File: src/rtl/eq2_share_arbiter.sv
// rtl/eq2_share_arbiter.sv - round-robin sharing of one external 2-bit equality comparator
// Two requesters hand over (a,b); the winner drives the comparator, waits out settle time, and gets a tagged result.
module eq2_share_arbiter #(
  parameter int SETTLE_CYCLES = 1,
  parameter int CNT_W         = 8
) (
  input  logic             clk_amisha,
  input  logic             rst_n_amisha,
  input  logic             req0_valid_amisha,
  input  logic [1:0]       req0_a_amisha,
  input  logic [1:0]       req0_b_amisha,
  output logic             req0_ready_amisha,
  input  logic             req1_valid_amisha,
  input  logic [1:0]       req1_a_amisha,
  input  logic [1:0]       req1_b_amisha,
  output logic             req1_ready_amisha,
  output logic [1:0]       cmp_a_amisha,
  output logic [1:0]       cmp_b_amisha,
  input  logic             cmp_aeqb_amisha,
  output logic             rsp_valid_amisha,
  input  logic             rsp_ready_amisha,
  output logic             rsp_id_amisha,
  output logic             rsp_eq_amisha,
  output logic             busy_amisha,
  output logic [CNT_W-1:0] match_cnt_amisha
);

  typedef enum logic [1:0] {
    IDLE   = 2'd0,
    SETTLE = 2'd1,
    RESP   = 2'd2
  } state_t;

  localparam logic [3:0] LP_SETTLE = 4'(SETTLE_CYCLES);

  state_t           r_state;
  state_t           w_state_nxt;
  logic [3:0]       r_settle_cnt;
  logic             r_prio;
  logic [1:0]       r_cmp_a;
  logic [1:0]       r_cmp_b;
  logic             r_rsp_valid;
  logic             r_rsp_id;
  logic             r_rsp_eq;
  logic [CNT_W-1:0] r_match_cnt;

  logic             w_any_valid;
  logic             w_gnt_id;
  logic             w_accept;
  logic             w_settle_done;
  logic             w_rsp_take;

  // With both requesters valid the pointer decides; otherwise the lone valid one wins.
  always_comb begin
    w_any_valid   = req0_valid_amisha | req1_valid_amisha;
    w_gnt_id      = (req0_valid_amisha & req1_valid_amisha) ? r_prio : req1_valid_amisha;
    w_accept      = (r_state == IDLE) & w_any_valid;
    w_settle_done = (r_state == SETTLE) & (r_settle_cnt == 4'd1);
    w_rsp_take    = (r_state == RESP) & rsp_ready_amisha;
    w_state_nxt   = r_state;
    case (r_state)
      IDLE:    if (w_accept)      w_state_nxt = SETTLE;
      SETTLE:  if (w_settle_done) w_state_nxt = RESP;
      RESP:    if (w_rsp_take)    w_state_nxt = IDLE;
      default: w_state_nxt = IDLE;
    endcase
  end

  always_ff @(posedge clk_amisha or negedge rst_n_amisha) begin
    if (!rst_n_amisha) begin
      r_state <= IDLE;
    end else begin
      r_state <= w_state_nxt;
    end
  end

  always_ff @(posedge clk_amisha or negedge rst_n_amisha) begin
    if (!rst_n_amisha) begin
      r_settle_cnt <= 4'd0;
      r_prio       <= 1'b0;
      r_cmp_a      <= 2'd0;
      r_cmp_b      <= 2'd0;
      r_rsp_valid  <= 1'b0;
      r_rsp_id     <= 1'b0;
      r_rsp_eq     <= 1'b0;
      r_match_cnt  <= '0;
    end else begin
      case (r_state)
        IDLE: begin
          if (w_accept) begin
            r_cmp_a      <= w_gnt_id ? req1_a_amisha : req0_a_amisha;
            r_cmp_b      <= w_gnt_id ? req1_b_amisha : req0_b_amisha;
            r_rsp_id     <= w_gnt_id;
            r_settle_cnt <= LP_SETTLE;
          end
        end
        SETTLE: begin
          r_settle_cnt <= r_settle_cnt - 4'd1;
          if (w_settle_done) begin
            r_rsp_eq    <= cmp_aeqb_amisha;
            r_rsp_valid <= 1'b1;
          end
        end
        RESP: begin
          if (w_rsp_take) begin
            r_rsp_valid <= 1'b0;
            r_prio      <= ~r_rsp_id;
            if (r_rsp_eq && (r_match_cnt != {CNT_W{1'b1}})) begin
              r_match_cnt <= r_match_cnt + 1'b1;
            end
          end
        end
        default: ;
      endcase
    end
  end

  assign req0_ready_amisha = w_accept & ~w_gnt_id;
  assign req1_ready_amisha = w_accept & w_gnt_id;
  assign cmp_a_amisha      = r_cmp_a;
  assign cmp_b_amisha      = r_cmp_b;
  assign rsp_valid_amisha  = r_rsp_valid;
  assign rsp_id_amisha     = r_rsp_id;
  assign rsp_eq_amisha     = r_rsp_eq;
  assign busy_amisha       = (r_state != IDLE);
  assign match_cnt_amisha  = r_match_cnt;

endmodule
File: config.mk
export PLATFORM = sky130hd
export DESIGN_NAME = eq2_share_arbiter
export DESIGN_NICKNAME = d
export VERILOG_FILES = /design/src/rtl/eq2_share_arbiter.sv
export SDC_FILE = /design/constraint.sdc
export NUM_CORES = 1
export LEC_CHECK = 0
export ABC_AREA = 1
export CAP_MARGIN = 5
export CORE_UTILIZATION = 45
export CTS_CLUSTER_DIAMETER = 80
export DETAILED_ROUTE_END_ITERATION = 12
export PLACE_DENSITY = 0.87
export SLEW_MARGIN = 20
export SYNTH_ARGS = -nofsm -noshare
export SYNTH_HDL_FRONTEND = slang
export SYNTH_SLANG_ARGS = --single-unit
File: constraint.sdc
create_clock -name clk_amisha -period 2.5 [get_ports clk_amisha]
set_input_delay 0.375 -clock clk_amisha [delete_from_list [all_inputs] [get_ports clk_amisha]]
set_output_delay 0.375 -clock clk_amisha [all_outputs]
set_load 0.01 [all_outputs]
==> results by group, run 1 <==
Status
  • Status: completed

Synth
  • Synth Cell Area: between 1000 and 1500 um2
  • Synth warn: 0
  • Synth cell types: 25
  • Synth Area in Simple Gates: 0.341
  • Post-Synth Adder-Cell Area: 0.0323
  • Seq/Total Area, Yosys: 0.474
  • Most common cell in the netlist: nand2_1
  • Largest family of logic cells by synthesized area: simple AND/OR/NAND/NOR gates
  • Mux contribution to synthesized area: 0
  • Synth Area in XOR/XNOR: 0.0151
  • Async set-reset flop share out of synthesis: 1.00
  • Dominant cell type by area after synthesis: dfrtp_1
  • Main flop type after synthesis: dfrtp_1
  • Share of the synthesized area in the top cell type: 0.474
  • Number of enable flip-flop cells after synthesis: 0
  • Synth top area cells: dfrtp_1 47%, nand2_1 16%, inv_1 5.5%, nand3_1 3.4%, ha_1 3.2%
  • FF+latch count, synth: 22
  • Post-Synthesis Cells: 142
  • Synth top cells by count: 50 x nand2_1, 22 x dfrtp_1, 17 x inv_1
  • Post-Synthesis Net Count: approximately 160
  • Compound-gate portion of the synthesized area: 0.0754
  • Synthesized area per cell: 8.18 um2

Final layout
  • Area growth syn-to-layout: 35.8%
  • Final #Nets: 197
  • Antenna cells: 0
  • Share of cells above drive strength 1: 0.128

CTS
  • Reg clk slew, reported paths: 0.14 ns
  • Total CTS buffers: 3
  • CTS sink cnt: 22
  • Worst-skew pair later-pin latency: roughly 0.31 ns
  • TritonCTS clock tree: yes
  • Cts hold-fix bufs: 0
  • Max H-tree Level: 1
  • Post-CTS Setup Bufs: 0
  • CTS root buf: clkbuf_4
  • Post-CTS sizing: 0
  • Max Buffers Root-to-Sink: 2

Global routing
  • First-pass GRT wire length: 4.17 mm
  • Largest net degree at the start of global routing: 23
  • Antenna violations before repair: 0
  • GR Overflow Total: 0
  • GRT Resource Usage Total: 0.206
  • Vias in the first global route: 989

Pwr
  • VDD IR max: 795 uV
  • Pleak: 0.758 nW
  • Pwr Density: 994 nW/um2

Die
  • Die area: 2790 um2
  • I/O pin count: 32
  • # rows: 18
  • Initial Util: 0.473
  • DIE WIDTH: 52.8 um
  • Die height: 52.8 um
  • Core Area: 2450 um2

Place
  • Final Wtd Congestion: 0.817
  • Dpl ws: about 0.27 ns
  • Input/output buffers: 31
  • DP HPWL: 1.93 mm

Critical path
  • Kind of cell adding the most delay to the critical path: buffers and inverters
  • Startpoint Class: input pin
  • CP cell instances: clkdlybuf4s50_1, inv_1, nor2_2, nor2_1, nor2_4, clkdlybuf4s50_1
  • Crit path kind: in -> out
  • CP Buf/Inv Count: 3
  • CP max-delay cell: clkdlybuf4s50_1
  • CP endpoint kind: primary output
  • R2R depth: 8
  • Cell mode on critical path: clkdlybuf4s50_1
  • CP peak stage delay: 0.55 ns
  • CP arrival: 1.85 ns
  • Worst-path fanout max: 5
  • Critical path depth: 6
  • Critical Path RT: 2.12 ns

STA
  • Final setup viols: 0
  • Tmin final: approximately 2.2 ns
  • Final Hold Vio Count: 0
  • Clock skew: 0.0204 ns
  • Slew @ Worst Pin: around 0.27 ns
  • RSZ-0062 raised after global routing: no
  • Period utilization: 0.891
  • Max Clk Rate: about 450 MHz
  • Worst Setup Slack, final: 0.273 ns
  • Final setup TNS: 0 ns
  • Slew Limit Fails: 0
  • Max transition margin: 0.821

Flow run
  • Max Cap Violations: 0

Min path
  • Class of the worst hold path: in -> async

Drt
  • Violation count after the first detailed-route iteration: 32
  • DRC: 0
  • Pre-antenna DRT Iters: 4
  • Vias: 1064
  • Via density per instance: between 5 and 6
  • ANT nets after route: 0
  • Detailed Route WL: 2.43 mm
  • WL/cell: between 10 and 15 um
## sequential cells by signal, indices dropped and copies added (netlist names)
signal and flops:
match_cnt_amisha 8, r_settle_cnt 4, cmp_a_amisha 2, cmp_b_amisha 2, r_state 2, r_prio 1
rsp_eq_amisha 1, rsp_id_amisha 1, rsp_valid_amisha 1
## cell type report
| cell class | instances | area [um2] |
|---|---|---|
| inverters | 19 | 72.6 |
| repair buffers | 33 | 325 |
| clock inverters | 1 | 30.0 |
| clock buffers | 3 | 22.5 |
| fillers | 210 | 878 |
| multi-input cells | 101 | 538 |
| flip-flops and latches | 22 | 551 |
| well taps | 30 | 37.5 |
## cells in the final DEF (no fill, tap or decap), drive strengths merged, types with 2 or more instances in the layout
| cell type | n |
|---|---|
| xor2 | 2 |
| clkdlybuf4s50 | 31 |
| nand4 | 2 |
| nand3 | 10 |
| inv | 18 |
| dfrtp | 22 |
| nand2 | 53 |
| o22ai | 2 |
| nor2 | 13 |
| clkbuf | 3 |
| a21oi | 2 |
| ha | 3 |
| o21ai | 10 |
| buf | 2 |
## logic make-up after synthesis
family          Yosys count
compound gates           15
flops                    22
simple gates             81
buf+inv                  19
fa+ha+maj                 3
xor+xnor                  2
## metrics by stage
step                power (mW)  hold WS, ns  cell area (um2)   util  cells
floorplan                0.985       0.0794             1160      -    142
global placement          1.25        0.489             1520  0.621    205
detailed placement        1.30        0.497             1520  0.621    205
CTS                       1.57        0.393             1580  0.642    209
global route              1.69        0.414             1580  0.642    209
finish                    1.57        0.384             1580  0.642    209
## per-layer routing
layer  vias up  routed length [um]  GRT usage  share of wire
li1        522                   -          -              -
met1       500                1040      0.244           0.43
met2        42                1260      0.354           0.52
met3         0                 131     0.0493          0.054
met4         0                   0     0.0833              0
met5         -                   0          0              0
## worst paths after layout
kind / slack [ns] / startpoint / end
hold / removal: 0.38 / rst_n_amisha / match_cnt_amisha[2]
setup reg to reg: 1.03 / match_cnt_amisha[0] / match_cnt_amisha[4]
max in group asynchronous: 1.87 / rst_n_amisha / cmp_b_amisha[0]
min in group clk_amisha: 0.51 / rsp_id_amisha / r_prio
hold reg to reg: 0.51 / rsp_id_amisha / r_prio
setup / recovery: 0.27 / req0_valid_amisha / req0_ready_amisha
## where the power goes
| part | leakage, nW | total (mW) | internal [mW] | switching, mW |
|---|---|---|---|---|
| registers | 0.281 | 0.573 | 0.479 | 0.0944 |
| logic | 0.449 | 0.723 | 0.335 | 0.388 |
| clock network | 0.0279 | 0.271 | 0.162 | 0.109 |
(Power assumes the default switching activity.)
==> run 2: changes to the inputs <==
CTS_CLUSTER_SIZE = 20   (was unset)
==> results of run 2 <==
Final layout, timing and power as in run 1 (identical DEF).
==> run 3: changes to the inputs <==
SLEW_MARGIN = unset   (was 20)
clock period = 2.4 ns   (was 2.5 ns; I/O delays follow)
==> results by group, run 3 (synthesized netlist as in run 1, its figures left out) <==
Place
  • Input/output buffers: 31
  • Dpl ws: 0.180 ns
  • Final Wtd Congestion: 0.817
  • DP HPWL: slightly below 2 mm

STA
  • Tmin final: 2.23 ns
  • Max Clk Rate: 449 MHz
  • Clock skew: 0.00141 ns
  • RSZ-0062 raised after global routing: no
  • Final Hold Vio Count: 0
  • Slew @ Worst Pin: 0.277 ns
  • Final setup TNS: 0 ns
  • Period utilization: 0.928
  • Worst Setup Slack, final: 0.173 ns
  • Final setup viols: 0
  • Max transition margin: 0.815
  • Slew Limit Fails: 0

CTS
  • Max H-tree Level: 1
  • Worst-skew pair later-pin latency: around 0.31 ns
  • Total CTS buffers: 3
  • TritonCTS clock tree: yes
  • CTS root buf: clkbuf_4
  • Post-CTS Setup Bufs: 0
  • Post-CTS sizing: 0
  • CTS sink cnt: 22
  • Cts hold-fix bufs: 0
  • Max Buffers Root-to-Sink: 2
  • Reg clk slew, reported paths: approximately 0.11 ns

Critical path
  • Register-to-register setup slack: 0.96 ns
  • R2R depth: 8
  • Cell mode on critical path: clkdlybuf4s50_1
  • CP max-delay cell: clkdlybuf4s50_1
  • Startpoint Class: input pin
  • CP peak stage delay: 0.56 ns
  • CP cell instances: clkdlybuf4s50_1, inv_1, nor2_2, nor2_1, nor2_4, clkdlybuf4s50_1
  • Crit path kind: in -> out
  • CP arrival: 1.87 ns
  • CP endpoint kind: primary output
  • Critical Path RT: 2.04 ns
  • Worst-path fanout max: 5

Drt
  • Detailed Route WL: 2.48 mm
  • WL/cell: 11.9 um
  • Vias: 1067
  • Pre-antenna DRT Iters: 4
  • Via density per instance: about 5
  • Violation count after the first detailed-route iteration: 14
  • DRC: 0
  • ANT nets after route: 0

Final layout
  • Max reg flops: 8
  • Area growth syn-to-layout: 33.2%
  • Most frequent cells in the layout: 50 x nand2_1, 31 x clkdlybuf4s50_1, 22 x dfrtp_1
  • Share of cells above drive strength 1: 0.124
  • Antenna cells: 0
  • Most common cell after layout, fill and taps aside: nand2_1
  • Final #Nets: 197

Die
  • # rows: 18
  • Initial Util: 0.473
  • I/O pin count: 32
  • Die height: 52.8 um
  • Core Area: 2450 um2
  • DIE WIDTH: 52.8 um
  • Die area: 2790 um2

Pwr
  • Pwr Total: ~1.5 mW
  • Pwr Density: 979 nW/um2
  • Pleak: 0.744 nW
  • VDD IR max: 744 uV

Global routing
  • GRT Resource Usage Total: 0.213
  • Antenna violations before repair: 0
  • Vias in the first global route: 1051
  • GR Overflow Total: 0
  • First-pass GRT wire length: 4.35 mm
  • Largest net degree at the start of global routing: 23

Min path
  • Class of the worst hold path: in -> async

Flow run
  • Max Cap Violations: 0

Status
  • Status: completed
==> run 3: layout make-up <==
cell class / count / area (um2)
clock buffer: 3 / 22.5
fill: 231 / 908
inverter: 19 / 72.6
multi-input combinational: 101 / 538
sequential: 22 / 551
tap: 30 / 37.5
timing repair buffer: 33 / 325
==> run 3: critical path, delay by kind of cell <==
kind / cells / cell delay (ns)
buffers and inverters: 3 / 1.13
AND/OR/NAND/NOR: 3 / 0.37
==> run 3: final timing paths <==
check,start,endpoint
max in group asynchronous,rst_n_amisha,r_settle_cnt[2]
worst min register to register,rsp_id_amisha,r_prio
worst max register to register,match_cnt_amisha[0],match_cnt_amisha[6]
worst max-delay path,req0_valid_amisha,req0_ready_amisha
worst min-delay path,rst_n_amisha,match_cnt_amisha[2]
min in group clk_amisha,rsp_id_amisha,r_prio
==> run 3: layer usage <==
layer / GRT usage / up-vias / wire length, um
li1: - / 517 / -
met1: 0.239 / 510 / 1050
met2: 0.380 / 35 / 1230
met3: 0.0551 / 5 / 153
met4: 0.0833 / 0 / 42
met5: 0 / - / 0
==> run 3: stage by stage <==
step | instances | utilization | cell area, um2 | hold slack [ns]
after floorplan | 142 | - | 1160 | 0.0644
after global placement | 205 | 0.621 | 1520 | 0.490
after detailed placement | 205 | 0.621 | 1520 | 0.489
after CTS | 208 | 0.630 | 1550 | 0.382
after global routing | 208 | 0.630 | 1550 | 0.423
final | 208 | 0.630 | 1550 | 0.382
==> run 3: where the power goes <==
part | switching [mW] | internal [mW] | leakage (nW)
logic | 0.402 | 0.349 | 0.449
clock network | 0.107 | 0.0588 | 0.0138
registers | 0.0981 | 0.499 | 0.281
total | 0.607 | 0.907 | 0.744
